$ cat config.mk
export PLATFORM = sky130hd
export DESIGN_NAME = layer_output_collector
export DESIGN_NICKNAME = d
export VERILOG_FILES = /design/src/rtl/layer_output_collector.sv
export SDC_FILE = /design/constraint.sdc
export NUM_CORES = 1
export LEC_CHECK = 0
export ABC_CLOCK_PERIOD_IN_PS = 5300
export BUFFER_PORTS_ARGS = -buffer_cell sky130_fd_sc_hd__buf_2
export CAP_MARGIN = 40
export CORE_AREA = 2 2 214 216
export CTS_CLUSTER_SIZE = 28
export DETAILED_ROUTE_END_ITERATION = 7
export DIE_AREA = 0 0 216 218
export GPL_TIMING_DRIVEN = 0
export PLACE_DENSITY = 0.77
export SLEW_MARGIN = 15
export SYNTH_ARGS = -nofsm -noshare
export SYNTH_HDL_FRONTEND = slang
export SYNTH_SLANG_ARGS = --single-unit
$ cat constraint.sdc
create_clock -name i_clk -period 5.3 [get_ports i_clk]
set_input_delay 1.06 -clock i_clk [delete_from_list [all_inputs] [get_ports i_clk]]
set_output_delay 1.06 -clock i_clk [all_outputs]
set_load 0.02 [all_outputs]
$ cat src/rtl/layer_output_collector.sv
// -----------------------------------------------------------------------------
// layer_output_collector
//
// Gathers one sample from each of NUM_NEURON neurons (captured on the rising
// edge of that neuron's level valid), then replays the buffer in index order
// as a valid/ready stream for the next layer.
//
// Optional feature (macro LAYER_ARGMAX_EN): tracks the signed arg-max over
// the streamed layer. Without the macro the arg-max outputs are tied to 0.
//
// Ports:
//   i_clk, i_reset    clock, synchronous active-high reset
//   i_neuron_data     packed neuron outputs, neuron k at [k*DATA_WIDTH +: DATA_WIDTH]
//   i_neuron_valid    per-neuron level valid
//   o_data, o_index   stream element and its neuron index
//   o_valid, i_ready  stream handshake
//   o_layer_done      one-cycle pulse after the last element transfers
//   o_overrun         sticky: sample overwritten in COLLECT or dropped in DRAIN
//   o_max_index       arg-max index of the last completed layer
//   o_max_valid       pulses together with o_layer_done (arg-max builds only)
// -----------------------------------------------------------------------------
module layer_output_collector #(
   parameter int NUM_NEURON = 30,
   parameter int DATA_WIDTH = 16,
   parameter int IDX_WIDTH  = $clog2(NUM_NEURON)
) (
   input  logic                             i_clk,
   input  logic                             i_reset,
   input  logic [NUM_NEURON*DATA_WIDTH-1:0] i_neuron_data,
   input  logic [NUM_NEURON-1:0]            i_neuron_valid,
   output logic [DATA_WIDTH-1:0]            o_data,
   output logic [IDX_WIDTH-1:0]             o_index,
   output logic                             o_valid,
   input  logic                             i_ready,
   output logic                             o_layer_done,
   output logic                             o_overrun,
   output logic [IDX_WIDTH-1:0]             o_max_index,
   output logic                             o_max_valid
);

   typedef enum logic {COLLECT, DRAIN} state_t;

   state_t                  state;
   logic [DATA_WIDTH-1:0]   buffer [NUM_NEURON];
   logic [NUM_NEURON-1:0]   r_prev;
   logic [NUM_NEURON-1:0]   captured;
   logic [NUM_NEURON-1:0]   events;
   logic [NUM_NEURON-1:0]   captured_next;
   logic [IDX_WIDTH-1:0]    index;
   logic                    xfer;
   logic                    last;

   assign events        = i_neuron_valid & ~r_prev;
   assign captured_next = captured | events;
   assign xfer          = o_valid & i_ready;
   assign last          = (index == IDX_WIDTH'(NUM_NEURON - 1));
   assign o_data        = buffer[index];
   assign o_index       = index;

   // Sample storage has no reset; contents are meaningless until captured.
   always_ff @(posedge i_clk) begin
      if (state == COLLECT) begin
         for (int unsigned k = 0; k < NUM_NEURON; k++) begin
            if (events[k]) buffer[k] <= i_neuron_data[k*DATA_WIDTH +: DATA_WIDTH];
         end
      end
   end

   always_ff @(posedge i_clk) begin
      if (i_reset) begin
         state        <= COLLECT;
         r_prev       <= '0;
         captured     <= '0;
         index        <= '0;
         o_valid      <= 1'b0;
         o_layer_done <= 1'b0;
         o_overrun    <= 1'b0;
      end else begin
         // Edge detector keeps tracking in every state so a valid held high
         // across a drain cannot re-trigger afterwards.
         r_prev       <= i_neuron_valid;
         o_layer_done <= 1'b0;
         case (state)
            COLLECT: begin
               captured <= captured_next;
               if (|(events & captured)) o_overrun <= 1'b1;
               if (&captured_next) begin
                  state   <= DRAIN;
                  o_valid <= 1'b1;
                  index   <= '0;
               end
            end
            DRAIN: begin
               if (|events) o_overrun <= 1'b1;
               if (xfer) begin
                  if (last) begin
                     state        <= COLLECT;
                     o_valid      <= 1'b0;
                     captured     <= '0;
                     index        <= '0;
                     o_layer_done <= 1'b1;
                  end else begin
                     index <= index + IDX_WIDTH'(1);
                  end
               end
            end
            default: state <= COLLECT;
         endcase
      end
   end

`ifdef LAYER_ARGMAX_EN
   logic signed [DATA_WIDTH-1:0] max_val;
   logic [IDX_WIDTH-1:0]         max_idx;
   logic                         take;

   // Index 0 seeds the running max; strictly-greater keeps the lowest index on ties.
   assign take = (index == '0) || ($signed(o_data) > max_val);

   always_ff @(posedge i_clk) begin
      if (i_reset) begin
         max_val     <= '0;
         max_idx     <= '0;
         o_max_index <= '0;
         o_max_valid <= 1'b0;
      end else begin
         o_max_valid <= 1'b0;
         if (xfer) begin
            if (take) begin
               max_val <= $signed(o_data);
               max_idx <= index;
            end
            // Final element folds into the result directly so it lands with o_layer_done.
            if (last) begin
               o_max_valid <= 1'b1;
               o_max_index <= take ? index : max_idx;
            end
         end
      end
   end
`else
   assign o_max_index = '0;
   assign o_max_valid = 1'b0;
`endif

endmodule
* After elaboration in Yosys (flattened, before gate mapping)
Memory sizes are Yosys's and may differ from the RTL's. A register that Yosys moved wholly into a read port is not among the register bits.
Cells that the tools add are included.
** Storage, ports and cells
- Bits in registers :: 69
- Memory bits (writable) :: 480
- Output and inout bits :: 30
- Logic and storage cells :: 141
- Memories :: 1
** Cells by class
- $add $sub $neg :: 1
- Equal/unequal tests :: 6
- Muxes and demuxes :: 111
- Bitwise logic cells :: 7
- Reductions and logical operators :: 8
** Memory list
- buffer :: depth 30, width 16, rd ports 1, clocked after memory_dff 1, write ports 30, line 44 : logic [DATA_WIDTH-1:0] buffer [NUM_NEURON];
** Operators by type and width (count)
- 1-bit two-way mux :: 99
- 30-bit bitwise AND :: 2
- 30-bit two-way mux :: 2
- 30-bit one-hot mux with 2 select lines :: 1
- 30-bit OR reduction :: 2
- 30-bit inverter :: 1
- 30-bit OR :: 1
- 30-bit AND reduction :: 1
- 5-bit two-way mux :: 5
- 2-bit by 1-bit inequality test with 1-bit output, second input constant :: 5
- 5-bit one-hot mux with 2 select lines :: 1
- 1-bit one-hot mux with 2 select lines :: 3
- 2-bit AND reduction :: 3
- 5-bit by 1-bit adder with 5-bit output, second input constant :: 1
- 5-bit equality test, second input constant :: 1
- 3-bit AND reduction :: 1
- 3-bit OR reduction :: 1
- 1-bit inverter :: 2
- 1-bit bitwise AND :: 1

* Longest topological paths before layout
- Depth after elaboration :: 8
- Gate-level depth with buffers :: 7
- Gate-level depth less buffers :: 7

* Worst setup path before layout
OpenSTA, ideal clock, no wires.
- Path kind :: register -> output
- Start point :: reg (tool-made name)
- End point :: out o_data[10]
- Arrival time :: 2.196 ns
- Slack :: 2.044 ns
- Stages on the path, launching flop included :: 7
- Path buffers :: 3
- Path through :: dfxtp_1 -> clkbuf_1 -> buf_2 -> buf_2 -> mux2_2 -> mux4_2 -> mux2_2
** RTL lines
- to (decl) :: line 31 : output logic [DATA_WIDTH-1:0] o_data,

==> key figures <==
Run status
  • Status: finished clean

Power
  • Psw: ~0.0021 W
  • Int Pwr: around 0.0078 W
  • Cell Pwr Density: 363 nW/µm²
  • Combinational group share of total power: 0.064
  • Sw Share: 0.211
  • Total power: 0.00985 W
  • Seq pwr share: 0.518
  • Power share of the clock group: 0.418
  • Leak pwr: 10.0 nW
  • Worst VDD drop: 0.000341 V

CTS
  • Clock sinks: 554
  • Worst-path clk slew: 0.06 ns
  • CTS buffer count: 56
  • Clock latency on the worst-skew pair: about 0.61 ns
  • Hold Buf Count CTS: 0
  • CTS-repair resized insts: 0
  • Clock root buffer: clkbuf_16
  • Clk buf depth: 3
  • # Post-CTS Setup Buffers: 0
  • H-tree levels: 2
  • CTS tree: built

STA
  • Number of setup violations in the final report: 0
  • Count of pins over their slew limit: 0
  • Final setup TNS: 0 ns
  • Final min period: 4.92 ns
  • Unrepaired setup endpoints after global routing: no
  • Final worst path period share: 0.929
  • Worst slew margin: 0.422
  • Worst Max-Slew Pin Slew: 0.866 ns
  • Final Hold Vio Count: 0
  • Clk_skew: 0.0277 ns
  • Fmax: a little over 200 MHz

Critical path
  • Worst-path maximum fanout: 10
  • CP Data Required Time: between 4 and 5 ns
  • Crit start category: register
  • Setup CP Type: register to output port
  • Critical Path AT: 3.86 ns
  • Crit. End Element: output port

Layout
  • Post-layout util: 0.605
  • Finished Cell Area: 27200 µm²
  • Area Overhead vs Synth: 28.1%
  • Layout cells sized above 1: 0.527
  • Commonest non-fill, non-tap cell in the layout: buf_2
  • Final #Nets: between 2k and 2.5k
  • Commonest non-fill, non-tap cells in the layout: buf_2 (549), edfxtp_1 (480), mux4_2 (144), dfxtp_1 (74), clkbuf_16 (59)

Route
  • DR WL/cell: roughly 30 µm
  • Drt via density: 5.69
  • Drt first pass iters: 7
  • Detailed-route DRC error count: 0
  • Antenna-violating nets left: 0
  • Total Wirelength: 68900 µm
  • Vias: 13.1k
  • Initial DRC count: between 1.5k and 2k

Floorplan
  • Die area: 47100 µm²
  • Die H: 218 µm
  • FP Rows: 78
  • Core area: 44900 µm²
  • Die W: 216 µm
  • Initial core utilization: 0.472
  • IO Count: 543

Place
  • Placed cell area: 25200 µm²
  • RePlAce Congestion: about 0.90
  • HPWL Detailed: around 53000 µm
  • IO Port Bufs: 536

GRT
  • Largest net degree at the start of global routing: 18
  • GR Overflow Total: 0
  • GRT Total Usage: 0.289
  • First-pass GRT wire length: 95000 µm
  • Initial antenna violation count: 34
  • Number of global-route vias before repair: 13.7k

Yosys
  • Yosys cell types: 45
  • Top post-synthesis cells by area: edfxtp_1 (68%), mux4_2 (15%), dfxtp_1 (7.0%)
  • Async S/R FF share, synth: 0
  • Synth area leader: edfxtp_1
  • Synthesized cell area: 21200 µm²
  • Post-synthesis sequential area ratio: 0.750
  • Post-synthesis register bit count: 554
  • Cells after Synth: 1001
  • Ys Warns: 0
  • Yosys top cell area share: 0.680
  • Post-synth EDFFs: 480
  • Syn avg cell area: 21.2 µm²
  • Synth Flop Type: edfxtp_1

Flow run
  • Max cap viols: 0

Worst hold path
  • Hold Path Class: register to register
logic make-up after synthesis:
family                   count (synthesis)  share of synthesized area
AO/OA/AOI/OAI                           78                     0.0276
flip-flops                             554                      0.750
multiplexers                           176                      0.170
buffers and inverters                   56                     0.0117
other                                    1                   0.000177
AND/OR/NAND/NOR                        134                     0.0394
adder cells (fa/ha/maj)                  2                    0.00118
state kept, by name, indices dropped and copies added, names as in the netlist, named ones only:
name / flops
state: 1
captured: 30
buffer: 480
o_overrun: 1
r_prev: 30
o_valid: 1
o_index: 5
o_layer_done: 1
path summary, 6_finish.rpt:
path | startpoint | to | slack, ns | depth (start not counted)
setup / recovery | register | o_data[4] | 0.38 | 7
hold / removal | captured[3] | captured[3] | 0.50 | 1
setup reg to reg | r_prev[21] | register | 2.97 | 7
hold reg to reg | captured[3] | captured[3] | 0.50 | 1
synthesized netlist by cell type (all sizes together) (7+ instances only):
| cell | count |
|---|---|
| nor2b | 88 |
| clkbuf | 24 |
| dfxtp | 74 |
| o22ai | 16 |
| edfxtp | 480 |
| o21a | 30 |
| buf | 28 |
| mux4 | 144 |
| nor2 | 7 |
| nor4 | 8 |
| a22o | 7 |
| mux2 | 32 |
stage by stage:
stage	std cells	worst slack, ns	hold slack (ns)
detailed placement	2176	0.888	0.485
finish	2302	0.375	0.501
floorplan	1006	2.04	0.459
global route	2298	0.203	0.515
global placement	2142	0.393	0.474
CTS	2279	0.222	0.498
worst max-delay path, cell delays in order (launching register included):
cell and delay [ns]:
dfxtp_1 0.48, clkbuf_1 0.46, buf_6 0.22, buf_1 0.55, mux4_2 0.48, mux4_2 0.53
mux2_2 0.34, buf_2 0.18
power groups by stage:
| stage | Sequential (W) | Combinational, W | Clock, W |
|---|---|---|---|
| 5_1_grt | 0.00511 | 0.000669 | 0.00430 |
| 2_1_floorplan | 0.00515 | 0.000246 | 0 |
| 6_report | 0.00510 | 0.000634 | 0.00412 |
| 4_1_cts | 0.00510 | 0.000630 | 0.00415 |
| 3_5_place_dp | 0.00519 | 0.000625 | 0 |
| 3_3_place_gp | 0.00518 | 0.000570 | 0 |
area by class of cell:
| class | count | area [µm²] |
|---|---|---|
| diodes | 22 | 55.1 |
| plain buffers | 52 | 234 |
| clock buffers | 77 | 1560 |
| clock inverters | 26 | 342 |
| fillers | 3344 | 17700 |
| inverters | 4 | 15.0 |
| multi-input cells | 396 | 5170 |
| flip-flops and latches | 554 | 15900 |
| well taps | 600 | 751 |
| repair buffers | 571 | 3130 |
metal layers:
layer  part of all wire  wire length (µm)  GRT usage  up-vias
met3              0.097              6680     0.0750      141
li1                   -                 -          -     5417
met4              0.033              2270      0.108        8
met5            0.00071                49          0        -
met2               0.49             33700      0.473      877
met1               0.38             26200      0.376     6647
Power figures use the tool's default switching activity.
